### config.mk
export PLATFORM = sky130hd
export DESIGN_NAME = reset_sequencer
export DESIGN_NICKNAME = d
export VERILOG_FILES = /design/src/rtl/reset_sequencer.sv
export SDC_FILE = /design/constraint.sdc
export NUM_CORES = 1
export LEC_CHECK = 0
export CAP_MARGIN = 20
export CORE_UTILIZATION = 55
export CTS_BUF_LIST = sky130_fd_sc_hd__clkbuf_8
export CTS_CLUSTER_DIAMETER = 60
export DETAILED_ROUTE_END_ITERATION = 8
export HOLD_SLACK_MARGIN = 0.02
export PLACE_DENSITY = 0.85
export SETUP_SLACK_MARGIN = 0.5
export SLEW_MARGIN = 20
export SYNTH_ARGS = -nofsm -noshare
export SYNTH_HDL_FRONTEND = slang
export SYNTH_SLANG_ARGS = --single-unit
### constraint.sdc
create_clock -name clk -period 2.1 [get_ports clk]
set_input_delay 0.315 -clock clk [delete_from_list [all_inputs] [get_ports clk]]
set_output_delay 0.315 -clock clk [all_outputs]
set_load 0.03 [all_outputs]
### src/rtl/reset_sequencer.sv
// Merges async/sw reset requests into staged active-low resets; assert 1 edge after req, outputs stretched >= STRETCH_CYCLES.
// Release order fixed: channel 0 first, then one channel every STEP_CYCLES; no backpressure.
module reset_sequencer #(
    parameter int NUM_SRC        = 2,
    parameter int SYNC_STAGES    = 3,
    parameter int NUM_OUT        = 3,
    parameter int STRETCH_CYCLES = 16,
    parameter int STEP_CYCLES    = 4
) (
    input  logic               clk,
    input  logic               reset,
    input  logic [NUM_SRC-1:0] src_resetn,
    input  logic               sw_reset,
    output logic [NUM_OUT-1:0] resetn_out,
    output logic               busy,
    output logic               all_released
);

    localparam int CW = $clog2(STRETCH_CYCLES + 1);
    localparam int SW = $clog2(STEP_CYCLES + 1);
    localparam int IW = $clog2(NUM_OUT + 1);

    localparam logic [CW-1:0] CNT_LAST  = CW'(STRETCH_CYCLES - 1);
    localparam logic [SW-1:0] SCNT_LAST = SW'(STEP_CYCLES - 1);
    localparam logic [IW-1:0] IDX_LAST  = IW'(NUM_OUT - 1);

    typedef enum logic [1:0] {
        HOLD,
        RELEASE,
        RUN
    } state_t;

    logic [SYNC_STAGES-1:0][NUM_SRC-1:0] sync_q;
    state_t                              state_q, state_d;
    logic [CW-1:0]                       cnt_q, cnt_d;
    logic [SW-1:0]                       scnt_q, scnt_d;
    logic [IW-1:0]                       idx_q, idx_d;
    logic [NUM_OUT-1:0]                  resetn_q, resetn_d;
    logic                                req;

    // Sync flops clear to 0 so that block reset itself reads as a pending request.
    always_ff @(posedge clk) begin
        if (reset) begin
            sync_q <= '0;
        end else begin
            sync_q <= {sync_q[SYNC_STAGES-2:0], src_resetn};
        end
    end

    assign req = reset | sw_reset | ~&sync_q[SYNC_STAGES-1];

    always_ff @(posedge clk) begin
        if (reset) begin
            state_q  <= HOLD;
            cnt_q    <= '0;
            scnt_q   <= '0;
            idx_q    <= '0;
            resetn_q <= '0;
        end else begin
            state_q  <= state_d;
            cnt_q    <= cnt_d;
            scnt_q   <= scnt_d;
            idx_q    <= idx_d;
            resetn_q <= resetn_d;
        end
    end

    always_comb begin
        state_d  = state_q;
        cnt_d    = cnt_q;
        scnt_d   = scnt_q;
        idx_d    = idx_q;
        resetn_d = resetn_q;
        if (req) begin
            // A request wins over any release due on the same edge.
            state_d  = HOLD;
            cnt_d    = '0;
            scnt_d   = '0;
            idx_d    = '0;
            resetn_d = '0;
        end else begin
            case (state_q)
                HOLD: begin
                    if (cnt_q == CNT_LAST) begin
                        resetn_d[0] = 1'b1;
                        idx_d       = IW'(1);
                        scnt_d      = '0;
                        state_d     = (NUM_OUT == 1) ? RUN : RELEASE;
                    end else begin
                        cnt_d = cnt_q + 1'b1;
                    end
                end
                RELEASE: begin
                    if (scnt_q == SCNT_LAST) begin
                        for (int i = 0; i < NUM_OUT; i++) begin
                            if (IW'(i) == idx_q) resetn_d[i] = 1'b1;
                        end
                        scnt_d = '0;
                        idx_d  = idx_q + 1'b1;
                        if (idx_q == IDX_LAST) state_d = RUN;
                    end else begin
                        scnt_d = scnt_q + 1'b1;
                    end
                end
                RUN: begin
                    state_d = RUN;
                end
                default: begin
                    state_d  = HOLD;
                    resetn_d = '0;
                end
            endcase
        end
    end

    assign resetn_out   = resetn_q;
    assign busy         = ~&resetn_q;
    assign all_released = &resetn_q;

endmodule
Word level (Yosys, flattened, before mapping). Index checks and enable logic that the tools add are counted.

Output and inout bits: 5. Bits of input ports: 5. Flip-flop bits (word level): 21. Word-level logic and storage cells: 63.

Add/sub/neg operators: 3. Bitwise operators: 5. Multiplexer cells: 16. Equal/unequal tests: 13. Reductions and logical operators: 16.

Operators with widths (count): 3-bit AND reduction (5); 2-bit != test, second input constant (6); 3-bit two-way mux (3); 2-bit two-way mux (4); 2-bit one-hot mux with 2 select lines (2); 2-bit one-hot mux with 3 select lines (1); 3-bit one-hot mux with 2 select lines (1); 2-bit AND reduction (3); 5-bit by 1-bit adder with 5-bit output, second input constant (1); 5-bit by 4-bit equality test with 1-bit output, second input constant (1); 2-bit equality test, second input constant (2); 2-bit logical NOT (2); 1-bit two-way mux (4); 4-bit AND reduction (1); 2-bit OR reduction (2); 3-bit by 1-bit adder with 3-bit output, second input constant (1); 3-bit by 2-bit equality test with 1-bit output, second input constant (1); 1-bit inverter (3); 1-bit one-hot mux with 3 select lines (1); 2-bit by 1-bit adder with 2-bit output, second input constant (1); 1-bit by 2-bit equality test with 1-bit output, first input constant (1); 2-bit by 1-bit equality test with 1-bit output, second input constant (1); 2-bit equality test, first input constant (1); 1-bit logical NOT (2); 2 further kinds (3).

Longest topological paths before layout. Gate-level depths: netlist of run 1.

Word-level depth: 4. Mapped depth: 8. Gate-level depth less buffers: 7.

Worst setup path before layout of run 1. No wires, ideal clock.

Path kind: register to register. From: register cnt_q[0]. To: register cnt_q[3]. Slack: 549 ps. Path buffers: 1. Data required time: 1973 ps. Cell stages (with the launch flop): 9. Arrival: 1425 ps. Setup time: 127 ps. Period minus slack after synthesis: 1551 ps. Cell sequence: dfxtp_1 ha_1 and3_1 ha_1 nor2b_1 buf_4 nand4_1 xor2_1 nor2_1.

Word-level cells in the longest chain between the ends: 3. Elaborated cells on any way between the ends: 4. Those cells by class: add/sub: 1; eq/ne: 1; bitwise: 1; reduce/logical: 1.

RTL lines: start: declaration (line 35) `logic [CW-1:0] cnt_q, cnt_d;`; start signal: assignment (line 61) `cnt_q <= cnt_d;`; branches (longest 3 deep; another with 5-bit by 1-bit adder with 5-bit output).

Parallel ways; which one is timed is not known. A chain may end at the register's enable or synchronous reset.

Worst setup path in the final report of run 1.
From: register cnt_q[1]. To: register resetn_q[0], in the netlist resetn_out[0].

Word-level cells in the longest chain between the ends: 3.

RTL lines: 5-bit by 4-bit equality test with 1-bit output (line 84) `if (cnt_q == CNT_LAST) begin`; 2-bit != test (no source line); 4-bit AND reduction (no source line); end signal: assignment (line 64) `resetn_q <= resetn_d;`; end: declaration (line 38) `logic [NUM_OUT-1:0] resetn_q, resetn_d;`.

No other way between the ends.

==> impl_metrics.ini, run 1 <==
[status]
status = finished with violations
violations = design-rule violations

[synthesis]
synth_async_sr_flop_share_pct = 0
synth.lib_cells_used.distinct = 29
synth-warning-count = 0
instance_count_of_the_mapped_netlist = 110
syn_area_per_cell_sq_um = 8.79
synth_seq_area_share_pct = 43.5
synth_flop_cell = sky130_fd_sc_hd__dfxtp_1
count_of_flip_flops_with_a_built_in_enable_after_synthesis = 0
synth.ff_latch_count = 21
mappedNetlistArea_sq_um = 967
mappedNetlistNets = 124

[setup_path]
worstSetupStartpointType = flop
worstPathRequired_ns = 2.30
critPathKind = flop to flop
cp.arrival_ns = 1.74
critPathMaxFanout = 4
end_kind = flop

[cells_and_area]
fillerInstances = 119
most-common-layout-cells = 19 x sky130_fd_sc_hd__dfxtp_1, 10 x sky130_fd_sc_hd__nor2_1, 9 x sky130_fd_sc_hd__inv_1, 9 x sky130_fd_sc_hd__a21oi_1
area.sequential_sq_um = 423
utilization_pct = 75.6
multi_input_gate_area_in_the_final_layout_sq_um = 536
layout_net_count = 141
area_growth_syn_to_layout_pct = 23.2
antenna_cells = 0
drive_gt1_share_pct = 16.7
most_frequent_standard_cell_in_the_layout_excluding_fill_and_tap_cells = sky130_fd_sc_hd__dfxtp_1

[sta]
slew_headroom_pct = 68.6
report.final.slew_viol_count = 0
max_freq_mhz = 648
setup_viol = 0
tightestPinTransition_ns = 0.467
finalCriticalPeriod_ns = 1.54
final.setup_skew_ns = 0.00235
rsz0062_at_grt = no
hold-worst-slack_ns = 0.438
fin_tns_setup_ns = 0
final_clock_period_utilization_by_the_worst_path_pct = 73.5
hold_viol = 0

[routing]
final_antenna_net_count = 0
vias = 828
vias_per_cell = 5.83
total_iterations_of_the_first_detailed_routing_run = 6
detail_route.wl_per_cell_microns = 14.1
drt_iter0_drc = 23
wirelength_mm = 2.00
drt_drc_violations_left = 1

[global_routing]
global_route.overflow_total = 0
first_global_vias = 770
wire_length_of_the_first_global_routing_pass_mm = 3.27
total_routing_usage_gr_pct = 23.5
grt_start_max_net_pins = 17
antenna_found_initial = 0

[power_and_ir_drop]
total_power_uw = 680
cellPowerDensity_nw_per_um2 = 571
power_leakage_uw = 0.000476
vdd_ir_drop_max_mv = 0.698

[hold_path]
holdCritPathClass = flop to flop

[cts]
tritoncts = built
hold_buffers = 0
cts.sink_count = 21
clockRootBuffer = sky130_fd_sc_hd__clkbuf_8
ctsHtreeMaxLevel = 1
ctsLongestPathBuffers = 2
tritoncts_buffer_count = 3
cts.clk_slew.worst_paths_ns = 0.07
worstSkewPairLatency_ns = 0.26

[floorplan]
die-area_sq_um = 1930
core.rowCount = 14
initial_utilization_pct = 61.3
ios = 10
die_x_microns = 43.9
core_region_area_sq_um = 1580
dieHeight_microns = 43.9

[placement]
placer_s_final_routability_congestion_estimate = 0.790
placement.io_buffers = 9
dpl.hpwl_mm = 1.36

[run]
cap_violations = 0
==> logic make-up after synthesis <==
group                      Yosys count  share of synthesized area (%)
and+or+nand+nor                     42                           22.1
AOI/OAI and AO/OA                   23                           14.6
DFF                                 21                           43.5
buffers and inverters               12                           5.43
adders and majority gates            9                           11.6
xor gates and xnor gates             3                           2.72
==> cell usage after synthesis, types with 2 or more instances <==
master	count	area share [%]
sky130_fd_sc_hd__a211oi_1	2	1.6
sky130_fd_sc_hd__a21oi_1	9	4.7
sky130_fd_sc_hd__a31oi_1	2	1.3
sky130_fd_sc_hd__and3_1	2	1.3
sky130_fd_sc_hd__buf_4	2	1.6
sky130_fd_sc_hd__dfxtp_1	21	43
sky130_fd_sc_hd__ha_1	9	12
sky130_fd_sc_hd__inv_1	9	3.5
sky130_fd_sc_hd__nand2_1	8	3.1
sky130_fd_sc_hd__nand2b_1	2	1.3
sky130_fd_sc_hd__nand3_1	4	2.1
sky130_fd_sc_hd__nand4_1	2	1.3
sky130_fd_sc_hd__nor2_1	10	3.9
sky130_fd_sc_hd__nor2b_1	9	5.8
sky130_fd_sc_hd__o21ai_0	2	1.0
sky130_fd_sc_hd__o21ai_1	2	1.0
sky130_fd_sc_hd__o31ai_1	2	1.6
sky130_fd_sc_hd__xor2_1	2	1.8
==> area by class of cell <==
| class | count | area share, % |
|---|---|---|
| Multi-Input combinational cell | 77 | 45.0 |
| Sequential cell | 21 | 35.5 |
| Timing Repair Buffer | 15 | 11.1 |
| Clock buffer | 3 | 3.47 |
| Inverter | 9 | 2.84 |
| Tap cell | 16 | 1.68 |
| Clock inverter | 1 | 0.420 |
==> final timing paths <==
check                               start       endpoint  slack, ns  cells after the start
worst max-delay path             cnt_q[1]  resetn_out[0]       0.56                      7
worst min-delay path            sync_q[0]      sync_q[2]       0.44                      1
worst max register to register   cnt_q[1]  resetn_out[0]       0.56                      7
worst min register to register  sync_q[0]      sync_q[2]       0.44                      1
==> registers in the layout, indices dropped and copies added, names as in the netlist <==
signal,flops
cnt_q,5
idx_q,2
resetn_out,3
scnt_q,3
state_q,2
sync_q,6
==> routing by layer <==
layer  part of all wire (%)  track usage, %
met1                     39            23.5
met4                    1.3            7.88
met2                     55            45.7
met3                    5.6            6.67
met5                      0               0
==> timing repair <==
action | CTS | global route
gates cloned | 0 | 0
gates resized for setup | 14 | 5
buffers inserted | 1 | 2
endpoints found under the setup margin | 15 | 8
pin swaps | 1 | 1
==> where the power goes <==
part	internal (uW)	switching, uW	leakage, uW
registers	402	1.23	0.000171
clock network	132	131	0.0000255
logic	9.16	4.16	0.000279
==> worst max-delay path, stage by stage, from the launching register on <==
cell and delay (ns):
sky130_fd_sc_hd__dfxtp_2 0.35, sky130_fd_sc_hd__ha_2 0.17, sky130_fd_sc_hd__and3_4 0.20, sky130_fd_sc_hd__ha_4 0.16, sky130_fd_sc_hd__nor2b_4 0.05, sky130_fd_sc_hd__buf_4 0.15
sky130_fd_sc_hd__a211o_1 0.29, sky130_fd_sc_hd__a21oi_2 0.13
==> stage by stage <==
stage	cell area, sq um	cells	worst slack (ns)
2_1_floorplan	967	110	0.549
3_3_place_gp	1080	135	0.385
3_5_place_dp	1080	135	0.343
4_1_cts	1160	140	0.510
5_1_grt	1190	142	0.504
6_report	1190	142	0.557
(Power assumes the default switching activity.)
==> run 2: changes to the inputs <==
- clock period: 2.1 -> 1.5 ns (I/O delays scaled with it)
==> run 2 against run 1 <==
Compared with the run above:
- the run ends with design-rule violations, negative setup slack left
- critical path depth rose by 2
- cell area up 23%
- cell count rose by 5.6%
- core utilization grew 17 points
- hold slack improved by 0.026 ns
- clock skew is essentially flat
- first-iteration DRC count shrank 22%
- sequential power increased by 37%
- register-to-register slack worse by 0.72 ns
- combinational power rose by 67%
- maximum frequency decreased by 7.3%
- largest cell class unchanged
- highest routed layer unchanged
==> impl_metrics.ini, run 2 (synthesis gave the netlist of run 1 again) <==
[routing]
route.layer.met1.wl_mm = 1.20
final_antenna_net_count = 0
vias_per_cell = 6.23
detail_route.wl_per_cell_microns = 20.3
met2_wirelength_mm = 1.56
routed-wl-met3_microns = 145
drt_drc_violations_left = 1
vias = 935
drt_iter0_drc = 18
total_iterations_of_the_first_detailed_routing_run = 6
topRoutingLayerUsed = met4
wirelength_mm = 3.04

[cells_and_area]
number_of_standard_cells_in_the_layout_taps_in_and_fillers_out = 150
layout_top_registers = sync_q: 6 flops, cnt_q: 5 flops
area_growth_syn_to_layout_pct = 51.0
regMostFlops = sync_q
most-common-layout-cells = 11 x sky130_fd_sc_hd__dfxtp_1, 10 x sky130_fd_sc_hd__buf_6, 8 x sky130_fd_sc_hd__a21oi_1, 8 x sky130_fd_sc_hd__nor2_1, 8 x sky130_fd_sc_hd__buf_4
most_frequent_standard_cell_in_the_layout_excluding_fill_and_tap_cells = sky130_fd_sc_hd__dfxtp_1
number_of_flip_flops_in_the_largest_register = 6
utilization_pct = 92.6
layout_net_count = 149
antenna_cells = 0
drive_gt1_share_pct = 44.8

[global_routing]
first_global_vias = 890
grt_start_max_net_pins = 17
wire_length_of_the_first_global_routing_pass_mm = 3.95
global_route.overflow_total = 0
total_routing_usage_gr_pct = 28.6
antenna_found_initial = 0

[floorplan]
core.rowCount = 14
ios = 10
die_x_microns = 43.9
initial_utilization_pct = 61.3
dieHeight_microns = 43.9
die-area_sq_um = 1930
core_region_area_sq_um = 1580

[sta]
final.setup_skew_ns = 0.00193
postLayoutSetupSlackWorst_ns = -0.165
setup_viol = 5
slew_headroom_pct = 82.1
hold_viol = 0
finalCriticalPeriod_ns = 1.66
rsz0062_at_grt = yes
hold-worst-slack_ns = 0.465
tightestPinTransition_ns = 0.268
final_clock_period_utilization_by_the_worst_path_pct = 111
max_freq_mhz = 601
report.final.slew_viol_count = 0

[setup_path]
worst_r2r_path_depth = 9
critPathMaxFanout = 3
r2r-start = cnt_q[1]
worstSetupStartpoint = cnt_q[1]
end_kind = flop
cp.arrival_ns = 1.83
path_cells = ha_4, and3_4, ha_4, buf_6, nand2_4, buf_6, nor3_2, a21oi_1, a21oi_1
cp_top_family = simple AND/OR/NAND/NOR gates
critical-path-max-stage-delay_ns = 0.36
crit_path_max_delay_cell_type = sky130_fd_sc_hd__dfxtp_2
critPathKind = flop to flop
critPathBufInv = 2
wp_depth = 9
worstPathRequired_ns = 1.66
worstSetupStartpointType = flop

[placement]
placer_s_final_routability_congestion_estimate = 0.868
placement.io_buffers = 9
dpl.hpwl_mm = 1.51
placedCellCount = 141

[status]
status = finished with violations
violations = design-rule violations, negative setup slack

[cts]
tritoncts_buffer_count = 3
cts.clk_slew.worst_paths_ns = 0.08
clockRootBuffer = sky130_fd_sc_hd__clkbuf_8
cts.sink_count = 21
worstSkewPairLatency_ns = 0.26
ctsLongestPathBuffers = 2
tritoncts = built
ctsHtreeMaxLevel = 1

[hold_path]
holdCritPathClass = flop to flop
holdCritStartpoint = sync_q[2]
min_path_cells = 1

[power_and_ir_drop]
power_leakage_uw = 0.000544
power.net_switching_uw = 195
p_sw_share_pct = 20.6
vdd_ir_drop_max_mv = 0.979
power.combinational.fraction_pct = 2.3
power.share.clock_pct = 39.1
share_seq_of_total_power_pct = 58.5
internal_power_uw = 753
cellPowerDensity_nw_per_um2 = 649

[run]
cap_violations = 0
run 2: changes by cell type in the layout (fill, tap and decap cells not counted), sizes merged:
cell and change:
buf +13, dlygate4sd2 -5
run 2: area by class of cell:
cell class / count / area, sq um
Inverter: 9 / 41.3
Tap cell: 16 / 20.0
Sequential cell: 21 / 448
Multi-Input combinational cell: 77 / 677
Clock buffer: 3 / 41.3
Timing Repair Buffer: 23 / 228
Clock inverter: 1 / 5.00
Fill cell: 53 / 116
run 2: metal layers:
metal	vias up	track usage [%]
li1	425	-
met1	452	29.6
met2	41	51.3
met3	17	5.83
met4	0	19.4
met5	-	0
run 2: worst reg2reg max path, stage by stage (launching register included):
cell and delay [ns]:
sky130_fd_sc_hd__dfxtp_2 0.36, sky130_fd_sc_hd__ha_4 0.14, sky130_fd_sc_hd__and3_4 0.19, sky130_fd_sc_hd__ha_4 0.14, sky130_fd_sc_hd__buf_6 0.11, sky130_fd_sc_hd__nand2_4 0.05, sky130_fd_sc_hd__buf_6 0.12, sky130_fd_sc_hd__nor3_2 0.16
sky130_fd_sc_hd__a21oi_1 0.06, sky130_fd_sc_hd__a21oi_1 0.22
run 2: path summary, 6_finish.rpt:
| kind | endpoint | slack (ns) |
|---|---|---|
| worst max-delay path | scnt_q[0] | -0.16 |
| worst min-delay path | sync_q[4] | 0.46 |
| worst max register to register | scnt_q[0] | -0.16 |
| worst min register to register | sync_q[4] | 0.46 |
run 2: power groups by stage:
| stage | clock [uW] | sequential (uW) | combinational [uW] |
|---|---|---|---|
| after floorplan | 0 | 577 | 5.29 |
| after global placement | 0 | 577 | 19.6 |
| after detailed placement | 0 | 578 | 20.5 |
| after CTS | 364 | 558 | 20.5 |
| after global routing | 397 | 555 | 24.0 |
| final | 371 | 555 | 22.2 |
run 2: per-stage QoR:
step	power [uW]	instance area, sq um	setup TNS (ns)	setup slack [ns]
floorplan	583	1070	0	0.0692
global placement	597	1220	-0.0878	-0.0438
detailed placement	598	1220	-0.487	-0.110
CTS	942	1400	-0.0713	-0.0713
global route	976	1460	-0.668	-0.173
finish	948	1460	-0.424	-0.165
run 2: timing repair:
action,4_1_cts,5_1_grt
endpoints found under the hold margin,0,0
endpoints found under the setup margin,20,20
hold buffers,0,0
pin swaps,9,6
resized for setup,61,13
setup buffers,4,1
==> run 3: changes to the inputs <==
- CORE_MARGIN: default -> 3
==> run 3 against run 2 <==
Compared with the run above:
- the flow finishes with violations (negative setup slack)
- total power rose by 2.9%
- hold slack better by 0.0056 ns
- maximum frequency fell by 6.4%
- clock skew up 0.0036 ns
- via count rose by 17%
- highest routed layer unchanged
- cell count increased by 4.0%
- count of clock-buffer cells in the layout unchanged
- core utilization is 4.0 points higher
- first-iteration DRC count increased to 3.8 times the previous value
- critical path type unchanged
- global-route usage is 1.7 points lower
==> impl_metrics.ini, run 3 (synthesis gave the netlist of run 1 again) <==
[status]
status = finished with violations
violations = negative setup slack

[placement]
dpl.hpwl_mm = 1.48
placer_s_final_routability_congestion_estimate = 0.820
placement.io_buffers = 9
placedCellCount = 139

[floorplan]
initial_utilization_pct = 61.3
dieHeight_microns = 47.9
ios = 10
die-area_sq_um = 2300
core.rowCount = 14
core_region_area_sq_um = 1580
die_x_microns = 47.9

[global_routing]
antenna_found_initial = 0
first_global_vias = 956
grt_start_max_net_pins = 17
wire_length_of_the_first_global_routing_pass_mm = 4.21
total_routing_usage_gr_pct = 27.0
global_route.overflow_total = 0

[sta]
setup_viol = 7
tightestPinTransition_ns = 0.348
postLayoutSetupSlackWorst_ns = -0.279
hold-worst-slack_ns = 0.470
final_clock_period_utilization_by_the_worst_path_pct = 119
slew_headroom_pct = 76.7
max_freq_mhz = 562
finalCriticalPeriod_ns = 1.78
final.setup_skew_ns = 0.00556
hold_viol = 0
report.final.slew_viol_count = 0
rsz0062_at_grt = yes
fin_tns_setup_ns = -0.620

[cts]
cts.sink_count = 21
worstSkewPairLatency_ns = 0.27
tritoncts_buffer_count = 3
ctsHtreeMaxLevel = 1
clockRootBuffer = sky130_fd_sc_hd__clkbuf_8
cts.clk_slew.worst_paths_ns = 0.08
ctsLongestPathBuffers = 2
tritoncts = built

[routing]
drt_drc_violations_left = 0
vias_per_cell = 7.04
detail_route.wl_per_cell_microns = 28.0
drt_iter0_drc = 69
total_iterations_of_the_first_detailed_routing_run = 4
final_antenna_net_count = 0
vias = 1098
wirelength_mm = 4.37

[cells_and_area]
layout_top_registers = sync_q: 6 flops, cnt_q: 5 flops
most_frequent_standard_cell_in_the_layout_excluding_fill_and_tap_cells = sky130_fd_sc_hd__buf_4
area_growth_syn_to_layout_pct = 57.6
regMostFlops = sync_q
drive_gt1_share_pct = 50.7
fillerInstances = 28
most-common-layout-cells = 14 x sky130_fd_sc_hd__buf_4, 11 x sky130_fd_sc_hd__buf_6, 10 x sky130_fd_sc_hd__dfxtp_1
number_of_standard_cells_in_the_layout_taps_in_and_fillers_out = 156
antenna_cells = 0
number_of_flip_flops_in_the_largest_register = 6
utilization_pct = 96.7
layout_net_count = 155

[setup_path]
rrSetupSlack_ns = -0.28
worstSetupStartpointType = flop
worstPathRequired_ns = 1.63
worstSetupStartpoint = cnt_q[1]
cp.arrival_ns = 1.91
critPathKind = flop to flop
worst_r2r_path_depth = 8
r2r-start = cnt_q[1]
end_kind = flop
critPathMaxFanout = 4

[hold_path]
holdCritStartpoint = sync_q[2]
holdCritPathClass = flop to flop
min_path_cells = 1

[power_and_ir_drop]
cellPowerDensity_nw_per_um2 = 640
power_leakage_uw = 0.000567
vdd_ir_drop_max_mv = 0.660

[run]
cap_violations = 0
run 3: worst paths after layout:
path,to
max,idx_q[0]
min,sync_q[4]
max reg2reg,idx_q[0]
min reg2reg,sync_q[4]
run 3: repair_timing:
item,4_1_cts,5_1_grt
buffers inserted,4,9
gates resized for setup,52,25
endpoints found under the setup margin,20,20
hold buffers,0,0
pin swaps,11,12
run 3: cell type report:
cell class	instances	area, sq um	share of cell area [%]
multi-input combinational	77	701	46.0
sequential	21	447	29.3
timing repair buffer	29	269	17.7
clock buffer	3	41.3	2.71
inverter	9	41.3	2.71
tap	16	20.0	1.31
clock inverter	1	5.00	0.328
run 3: routing by layer:
layer	GRT usage, %	vias to the layer above	routed length [microns]
li1	-	435	-
met1	28.1	518	1550
met2	48.0	102	2080
met3	5.64	43	439
met4	17.7	0	299
met5	0	-	0
run 3: through the flow:
step / setup slack, ns / power (uW) / area [sq um]
3_3_place_gp: 0.0337 / 597 / 1210
5_1_grt: -0.303 / 992 / 1520
6_report: -0.279 / 975 / 1520
3_5_place_dp: -0.0552 / 599 / 1210
2_1_floorplan: 0.0692 / 583 / 1070
4_1_cts: 0.0354 / 950 / 1380
run 3: report_power, final:
| part | leakage [uW] | internal (uW) | total, uW | switching [uW] |
|---|---|---|---|---|
| clock network | 0.0000255 | 186 | 392 | 206 |
| logic | 0.000364 | 14.7 | 25.4 | 10.7 |
| registers | 0.000177 | 554 | 558 | 3.54 |
run 3: critical path, cell delays in order (launching register included):
cell	delay, ns
sky130_fd_sc_hd__dfxtp_2	0.35
sky130_fd_sc_hd__ha_4	0.16
sky130_fd_sc_hd__and3_4	0.15
sky130_fd_sc_hd__ha_4	0.17
sky130_fd_sc_hd__nor2b_4	0.18
sky130_fd_sc_hd__buf_6	0.16
sky130_fd_sc_hd__a21oi_2	0.04
sky130_fd_sc_hd__o211ai_1	0.31
sky130_fd_sc_hd__a21oi_1	0.12
